`config.mk`:
```
export PLATFORM = sky130hd
export DESIGN_NAME = nibble_serial_adder
export DESIGN_NICKNAME = d
export VERILOG_FILES = /design/src/rtl/nibble_serial_pkg.sv /design/src/rtl/full_adder_4_bit.sv /design/src/rtl/nibble_serial_adder.sv
export SDC_FILE = /design/constraint.sdc
export NUM_CORES = 1
export LEC_CHECK = 0
export CELL_PAD_IN_SITES_DETAIL_PLACEMENT = 0
export CELL_PAD_IN_SITES_GLOBAL_PLACEMENT = 2
export CORE_ASPECT_RATIO = 0.75
export CORE_MARGIN = 1.5
export CORE_UTILIZATION = 35
export CTS_BUF_LIST = sky130_fd_sc_hd__clkbuf_4
export CTS_CLUSTER_SIZE = 16
export DETAILED_ROUTE_END_ITERATION = 8
export PLACE_DENSITY_LB_ADDON = 0.25
export SLEW_MARGIN = 15
export SYNTH_ARGS = -nofsm -noshare
export SYNTH_HDL_FRONTEND = slang
export SYNTH_HIERARCHICAL = 1
export SYNTH_SLANG_ARGS = --single-unit
export TNS_END_PERCENT = 1
```
`constraint.sdc`:
```
create_clock -name clk -period 4.45 [get_ports clk]
set_input_delay 0.6675 -clock clk [delete_from_list [all_inputs] [get_ports clk]]
set_output_delay 0.6675 -clock clk [all_outputs]
set_load 0.02 [all_outputs]
```
`src/rtl/nibble_serial_pkg.sv`:
```
`default_nettype none
// ============================================================================
// Module   : nibble_serial_pkg
// Purpose  : Shared state encoding, nibble size and helpers for the
//            nibble-serial adder.
// Revision : 1.0 - initial release
// ============================================================================
package nibble_serial_pkg;

    localparam logic [1:0] ST_IDLE = 2'd0;
    localparam logic [1:0] ST_RUN  = 2'd1;
    localparam logic [1:0] ST_DONE = 2'd2;

    localparam int NIBBLE = 4;

    typedef enum logic [1:0] {
        S_IDLE = ST_IDLE,
        S_RUN  = ST_RUN,
        S_DONE = ST_DONE
    } state_t;

    // Nibble counter width; a single-nibble datapath still needs one bit.
    function automatic int cnt_width(input int nib);
        return (nib > 1) ? $clog2(nib) : 1;
    endfunction

endpackage
`default_nettype wire

```
`src/rtl/full_adder_4_bit.sv`:
```
`default_nettype none
// ============================================================================
// Module   : full_adder_4_bit
// Purpose  : Combinational 4-bit adder with carry-in and carry-out.
// Revision : 1.0 - initial release
// ============================================================================
module full_adder_4_bit (
    input  logic [3:0] a,
    input  logic [3:0] b,
    input  logic       ci,
    output logic [3:0] s,
    output logic       co
);

    // Widen to five bits so the carry-out falls out of the addition.
    assign {co, s} = {1'b0, a} + {1'b0, b} + {4'b0000, ci};

endmodule
`default_nettype wire

```
`src/rtl/nibble_serial_adder.sv`:
```
`default_nettype none
// ============================================================================
// Module   : nibble_serial_adder
// Purpose  : WIDTH-bit adder that reuses one 4-bit adder, one nibble per
//            cycle LSB first, with valid/ready handshakes on both sides.
// Revision : 1.0 - initial release
// ============================================================================
module nibble_serial_adder
    import nibble_serial_pkg::*;
#(
    parameter int WIDTH = 16
) (
    input  logic             clk,
    input  logic             rst,
    input  logic             in_valid,
    output logic             in_ready,
    input  logic [WIDTH-1:0] in_a,
    input  logic [WIDTH-1:0] in_b,
    input  logic             in_ci,
    output logic             out_valid,
    input  logic             out_ready,
    output logic [WIDTH-1:0] out_sum,
    output logic             out_co,
    output logic             out_ovf,
    output logic             busy
);

    localparam int NIB = WIDTH / NIBBLE;
    localparam int CW  = cnt_width(NIB);
    localparam logic [CW-1:0] LAST = CW'(NIB - 1);

    // Reject widths that cannot be split into whole nibbles.
    generate
        if ((WIDTH % NIBBLE) != 0 || WIDTH < NIBBLE) begin : g_bad_width
            $error("nibble_serial_adder: WIDTH must be a multiple of 4 and >= 4");
        end
    endgenerate

    state_t           state;
    state_t           state_nx;
    logic [WIDTH-1:0] a_sh;
    logic [WIDTH-1:0] b_sh;
    logic [WIDTH-1:0] sum_sh;
    logic [WIDTH-1:0] sum_nx;
    logic             carry;
    logic [CW-1:0]    cnt;
    logic             a_msb;
    logic             b_msb;
    logic             co_q;
    logic             ovf_q;
    logic [3:0]       fa_s;
    logic             fa_co;

    full_adder_4_bit u_fa (
        .a  (a_sh[3:0]),
        .b  (b_sh[3:0]),
        .ci (carry),
        .s  (fa_s),
        .co (fa_co)
    );

    // New nibble enters at the top; the sum register shifts right.
    generate
        if (WIDTH == NIBBLE) begin : g_single_nibble
            assign sum_nx = fa_s;
        end else begin : g_multi_nibble
            assign sum_nx = {fa_s, sum_sh[WIDTH-1:NIBBLE]};
        end
    endgenerate

    // Next-state logic: accept in IDLE, run NIB nibbles, wait for the consumer.
    always_comb begin
        state_nx = state;
        case (state)
            S_IDLE:  if (in_valid)  state_nx = S_RUN;
            S_RUN:   if (cnt == LAST) state_nx = S_DONE;
            S_DONE:  if (out_ready) state_nx = S_IDLE;
            default: state_nx = S_IDLE;
        endcase
    end

    // All state and datapath registers; reset discards any in-flight add.
    always_ff @(posedge clk) begin
        if (rst) begin
            state  <= S_IDLE;
            a_sh   <= '0;
            b_sh   <= '0;
            sum_sh <= '0;
            carry  <= 1'b0;
            cnt    <= '0;
            a_msb  <= 1'b0;
            b_msb  <= 1'b0;
            co_q   <= 1'b0;
            ovf_q  <= 1'b0;
        end else begin
            state <= state_nx;
            case (state)
                S_IDLE: begin
                    if (in_valid) begin
                        a_sh  <= in_a;
                        b_sh  <= in_b;
                        carry <= in_ci;
                        cnt   <= '0;
                        a_msb <= in_a[WIDTH-1];
                        b_msb <= in_b[WIDTH-1];
                    end
                end
                S_RUN: begin
                    a_sh   <= a_sh >> NIBBLE;
                    b_sh   <= b_sh >> NIBBLE;
                    sum_sh <= sum_nx;
                    carry  <= fa_co;
                    cnt    <= cnt + 1'b1;
                    // The top nibble settles carry-out and the sign of the sum.
                    if (cnt == LAST) begin
                        co_q  <= fa_co;
                        ovf_q <= (a_msb == b_msb) && (fa_s[3] != a_msb);
                    end
                end
                default: ;
            endcase
        end
    end

    assign in_ready  = (state == S_IDLE);
    assign out_valid = (state == S_DONE);
    assign busy      = (state == S_RUN) || (state == S_DONE);
    assign out_sum   = sum_sh;
    assign out_co    = co_q;
    assign out_ovf   = ovf_q;

endmodule
`default_nettype wire

```
==> flow_summary.toml <==
[clocking]
clk-insertion-delay-late_ns = 0.39
numCtsBuffers = 9
cts_hold_buffers = 0
numClockSinks = 57
htree_levels = 3
cts_max_path_buffers = 2
postCtsSetupBuffers = 0
clockRootBuffer = "clkbuf_4"
cts_resized = 0
path_clk_slew_ns = 0.10
cts_tree = "built"

[finish]
num_antenna_cells = 0
drive_gt1_frac = 0.141
fin_util = 0.456
area_growth_pct = 24.0
nets = 367
fill_cells = 783

[synth]
ys_types = 32
ys_ff_latch = 57
ys_seq_area_frac = 0.414
synthesis.area_mm2 = 0.00276
synth-async-reset-ratio = 0
synthCells = 272
ys.flop_type = "dfxtp_1"
syn_area_per_cell_um2 = 10.1
synthesis.nets = 318
yosysWarnings = 6
synth_edf_count = 0

[sta]
slew_headroom = 0.481
grt_setup_unrepaired = "false"
finalSetupViolations = 0
slew_violations = 0
fin_skew_ns = 0.0134
period_share = 0.608
fmax_ghz = 0.370
hold_violations = 0
worstMarginPinSlew_ns = 0.778
finalCriticalPeriod_ns = 2.71
tns_ns = 0

[worst_setup_path]
startpoint_type = "flop"
crit_start = "state[1]$_SDFFE_PP0P_"
crit_chain = "inv_1 -> ha_1 -> clkdlybuf4s50_1"
cp-end-kind = "output port"
cp.required_ns = 3.78
cp_max_fo = 15
r2r-start = "state[1]$_SDFFE_PP0P_"
critical-path-max-stage-delay_ns = 0.71
arrival_ns = 2.04
crit_type = "reg2out"
worst_path_max_delay_cell = "clkdlybuf4s50_1"

[drt]
route.detailed.drc = 0
finalWirelength_mm = 6.00
avgViaCountPerCell = 4.83
drtPass1Iterations = 6
wl_per_cell_um = 14.0
drtIter0Drc = 92
vias = 2061
ant_nets = 0

[power_and_ir_drop]
swShare = 0.401
p_clk_frac = 0.159
vdd_ir_drop_max_v = 0.000260
comb_power_share = 0.468
switching_power_mw = 0.763
leakagePower_nw = 1.27
cellPowerDensity_mw_per_mm2 = 557
intPower_mw = 1.14
power_frac_seq = 0.373
fin_total_pwr_mw = 1.90

[floorplanning]
core_area_mm2 = 0.00750
start_util = 0.368
pin_count = 58
die_width_um = 105
rows = 27
die_h_um = 79.9
design.die.area_mm2 = 0.00843

[grt]
grt_pass1_wl_mm = 9.55
grt_pass1_vias = 1876
grt_util_all_layers = 0.147
grt_start_max_net_pins = 51
antenna_found_initial = 0
grt.overflow.total = 0

[min_path]
min_path_type = "reg2reg"
min-delay-start = "out_co$_SDFFE_PP0P_"

[run]
drv_cap = 0

[status]
status = "complete, no violations"

[placement]
gp_congestion = 0.685
dpl.hpwl_mm = 3.96
portBuffers = 57
[kinds of logic after synthesis]
group	share of synthesized area
buffers and inverters	0.0753
adders and majority gates	0.0463
muxes	0.158
and+or+nand+nor	0.118
xor gates and xnor gates	0.00635
DFF	0.414
AOI/OAI and AO/OA	0.182
[Yosys cell counts (2+ instances only)]
library cell	instances	area [µm²]
o31ai_1	2	15.0
fa_1	2	40.0
mux2i_1	42	420
o32ai_1	8	70.1
and3_1	9	56.3
xnor2_1	2	17.5
clkbuf_1	4	15.0
buf_2	4	20.0
a211oi_2	25	313
ha_1	7	87.6
inv_1	15	56.3
nor2_1	45	169
nand4_1	2	12.5
nand2_1	4	15.0
buf_6	7	78.8
nand2b_1	4	25.0
nor2b_1	4	25.0
dfxtp_1	57	1140
buf_4	3	22.5
a21oi_1	13	65.1
buf_1	2	7.51
[layout by cell type (no fill, tap or decap)]
| cell | instances |
|---|---|
| a21oi_2 | 1 |
| dfxtp_1 | 57 |
| buf_2 | 1 |
| mux2_4 | 1 |
| nand4_1 | 2 |
| buf_4 | 2 |
| nor3_1 | 1 |
| nand3b_1 | 1 |
| a21o_1 | 1 |
| nand2b_1 | 4 |
| clkinv_2 | 3 |
| xnor2_1 | 2 |
| nand3_1 | 1 |
| mux2i_1 | 42 |
| clkinv_1 | 2 |
| clkdlybuf4s50_1 | 56 |
| a221oi_1 | 1 |
| inv_1 | 15 |
| ha_2 | 1 |
| o32ai_1 | 8 |
| and3_1 | 9 |
| clkbuf_4 | 11 |
| nor2_1 | 45 |
| nand2_1 | 4 |
| a32oi_1 | 1 |
| a211oi_2 | 25 |
| or2_2 | 1 |
| o31ai_1 | 2 |
| fa_1 | 2 |
| ha_1 | 6 |
| nor2b_1 | 4 |
| a21oi_1 | 13 |
| o21ai_0 | 1 |
[metrics by stage]
| step | setup slack (ns) | hold slack [ns] | instance area [µm²] | std cells |
|---|---|---|---|---|
| 6_report | 1.74 | 0.459 | 3420 | 427 |
| 5_1_grt | 1.59 | 0.480 | 3420 | 427 |
| 4_1_cts | 1.72 | 0.463 | 3420 | 427 |
| 3_5_place_dp | 1.99 | 0.450 | 3320 | 411 |
| 3_3_place_gp | 2.08 | 0.447 | 3320 | 411 |
| 2_1_floorplan | 2.75 | 0.444 | 2760 | 272 |
[state kept, by name (all words and copies together) (netlist names)]
register / cells
state: 2
a_msb: 1
b_sh: 16
out_ovf: 1
b_msb: 1
a_sh: 16
cnt: 2
out_co: 1
out_sum: 16
carry: 1
[worst max-delay path: cells and delay by family (launching register included)]
family	cells	cell delay (ns)
fa+ha+maj	1	0.51
flops	1	0.33
buf+inv	2	0.81
[final cells by class]
cell class,instances,area [µm²],share of cell area
inverter,15,56.3,0.0165
clock buffer,11,82.6,0.0241
multi-input combinational,179,1410,0.413
timing repair buffer,59,581,0.170
clock inverter,5,22.5,0.00658
sequential,57,1140,0.334
tap,101,126,0.0369
[power by group through the flow]
| stage | clock network, mW | registers, mW | logic [mW] |
|---|---|---|---|
| global route | 0.347 | 0.726 | 0.981 |
| detailed placement | 0 | 0.721 | 0.894 |
| global placement | 0 | 0.721 | 0.886 |
| finish | 0.303 | 0.710 | 0.891 |
| CTS | 0.321 | 0.710 | 0.899 |
| floorplan | 0 | 0.718 | 0.752 |
[path summary, 6_finish.rpt]
kind	to	slack, ns	cells after the start
min	out_co$_SDFFE_PP0P_	0.46	2
max reg2reg	a_sh[2]$_SDFFE_PP0P_	2.37	5
max	in_ready	1.74	3
min reg2reg	out_co$_SDFFE_PP0P_	0.46	2
[metal layers]
layer / track usage / up-vias / share of wire
met3: 0.0588 / 4 / 0.057
met4: 0.0365 / 0 / 0.0043
met2: 0.198 / 45 / 0.40
li1: - / 1057 / -
met1: 0.215 / 955 / 0.54
met5: 0 / - / 0
No activity file was read; power rests on OpenSTA's default activity.
==> RTL edit: new RTL, same settings <==
Make the reset (`rst`) asynchronous in one clocked block.
--- a/src/rtl/nibble_serial_adder.sv
+++ b/src/rtl/nibble_serial_adder.sv
@@ -81,5 +81,5 @@
 
     // All state and datapath registers; reset discards any in-flight add.
-    always_ff @(posedge clk) begin
+    always_ff @(posedge clk or posedge rst) begin
         if (rst) begin
             state  <= S_IDLE;
Check against the original RTL: differs if rst is asserted again (counterexample within 4 cycles, from zero or initial values and one cycle with rst high); with rst held inactive, the same outputs for 10 cycles.
==> RTL edit against the original RTL <==
- register-to-register slack worse by 390 ps
- largest cell class is now registers
- wire length decreased by 10%
- sequential cell count stayed put
- clock skew up 4.5 ps
- worst setup slack lost 52 ps
- design area up 3.6%
- non-clock buffer count increased by 1
- fmax shrank 1.9%
- global-route usage decreased by 0.49 points
- power is 37% higher
- count of clock-buffer cells in the layout decreased by 1
- largest power group unchanged
- critical path type unchanged
- area after synthesis grew 1.6%
- hold slack improved by 23 ps
==> RTL edit: results <==
metrics = {
    "outcome": {
        "status": "complete, no violations",
    },
    "critical_path": {
        "r2r_setup_slack_ps": 1980,
        "worstPathMaxFanout": 14,
        "cp_data_arrival_time_ps": 2090,
    },
    "placed_design": {
        "port_buffers": 57,
        "dp_worst_setup_slack_ps": 1680,
        "globalplace.congestion": 0.676,
        "dp_cells": 392,
    },
    "sta": {
        "maxSlewHeadroom_pct": 49.6,
        "fin_crit_ps": 2760,
        "fin_skew_ps": 17.9,
        "whs_ps": 482,
    },
    "synth": {
        "synth_common_cells": "57 x dfrtp_1, 38 x nand2_1, 25 x mux2i_1",
        "synth_nets": 287,
        "synth_area_leaders": "dfrtp_1 51%, mux2i_1 8.9%, o21ai_2 7.5%, mux2_2 7.2%, nand2_1 5.1%",
        "ys_types": 28,
        "async_flop_share_pct": 100,
        "syn_inst": 241,
        "ys_seq_area_share_pct": 50.9,
        "ys.flop_type": "dfrtp_1",
    },
    "finish": {
        "drive_gt1_share_pct": 20.9,
        "nFillCells": 757,
        "fin_nets": 344,
    },
    "min_path": {
        "hold_class": "flip-flop to flip-flop",
    },
    "global_route": {
        "met1_usage_pct": 19.7,
        "grt_pass1_wl_mm": 9.25,
        "grtUsageMet3_pct": 5.52,
        "use_met2_pct": 20.8,
        "grt_max_degree": 55,
        "track_usage_pct": 14.3,
    },
    "routing": {
        "wl_met3_um": 276,
        "drt_iter0_drc": 74,
        "wl_met1_mm": 2.75,
        "viasPerCell": 4.62,
        "dr_total_vias": 1881,
        "drtPass1Iterations": 4,
    },
    "power_and_ir_drop": {
        "leakagePower_nw": 1.56,
        "ir_drop_mv": 0.518,
    },
}
## RTL edit: cell types whose count changed in the layout (fill, tap and decap cells not counted), sizes merged, moves of 4 or more
cell,before,now
dfrtp,0,57
dfxtp,57,0
nor2,45,1
o21ai,1,36
nand2,4,38
a211oi,25,0
mux2,1,18
mux2i,42,26
o32ai,8,0
inv,15,8
a21oi,14,10
## RTL edit: path summary, 6_finish.rpt
check,from,to,depth (start not counted)
setup / recovery,state[1],in_ready,3
hold / removal,a_sh[9],a_sh[9],2
setup reg to reg,state[1],a_sh[4],6
hold reg to reg,a_sh[9],a_sh[9],2
max in group asynchronous,rst,b_sh[15],3
min in group asynchronous,rst,a_sh[14],2
## RTL edit: cell type report
type / count / share of cell area [%]
clock buffer: 10 / 2.12
inverter: 8 / 0.847
sequential: 57 / 40.3
tap: 105 / 3.71
timing repair buffer: 60 / 16.7
clock inverter: 5 / 1.34
multi-input combinational: 162 / 35.0
## RTL edit: stage by stage
| stage | util, % | cell area (um2) |
|---|---|---|
| after floorplan | - | 2800 |
| after global placement | 43.8 | 3420 |
| after detailed placement | 43.8 | 3420 |
| after CTS | 45.4 | 3540 |
| after global routing | 45.4 | 3540 |
| final | 45.4 | 3540 |
## RTL edit: power breakdown
group	internal, mW	total, mW	switching, mW
clock network	0.169	0.345	0.175
registers	0.764	0.907	0.144
logic	0.650	1.36	0.710
total	1.58	2.61	1.03
## RTL edit: logic make-up after synthesis
group                    synth area share [%]
flip-flops                               50.9
AND/OR/NAND/NOR                          8.84
AO/OA/AOI/OAI                            13.2
multiplexers                             17.0
buffers and inverters                    4.91
adder cells (fa/ha/maj)                  4.56
XOR/XNOR                                0.625
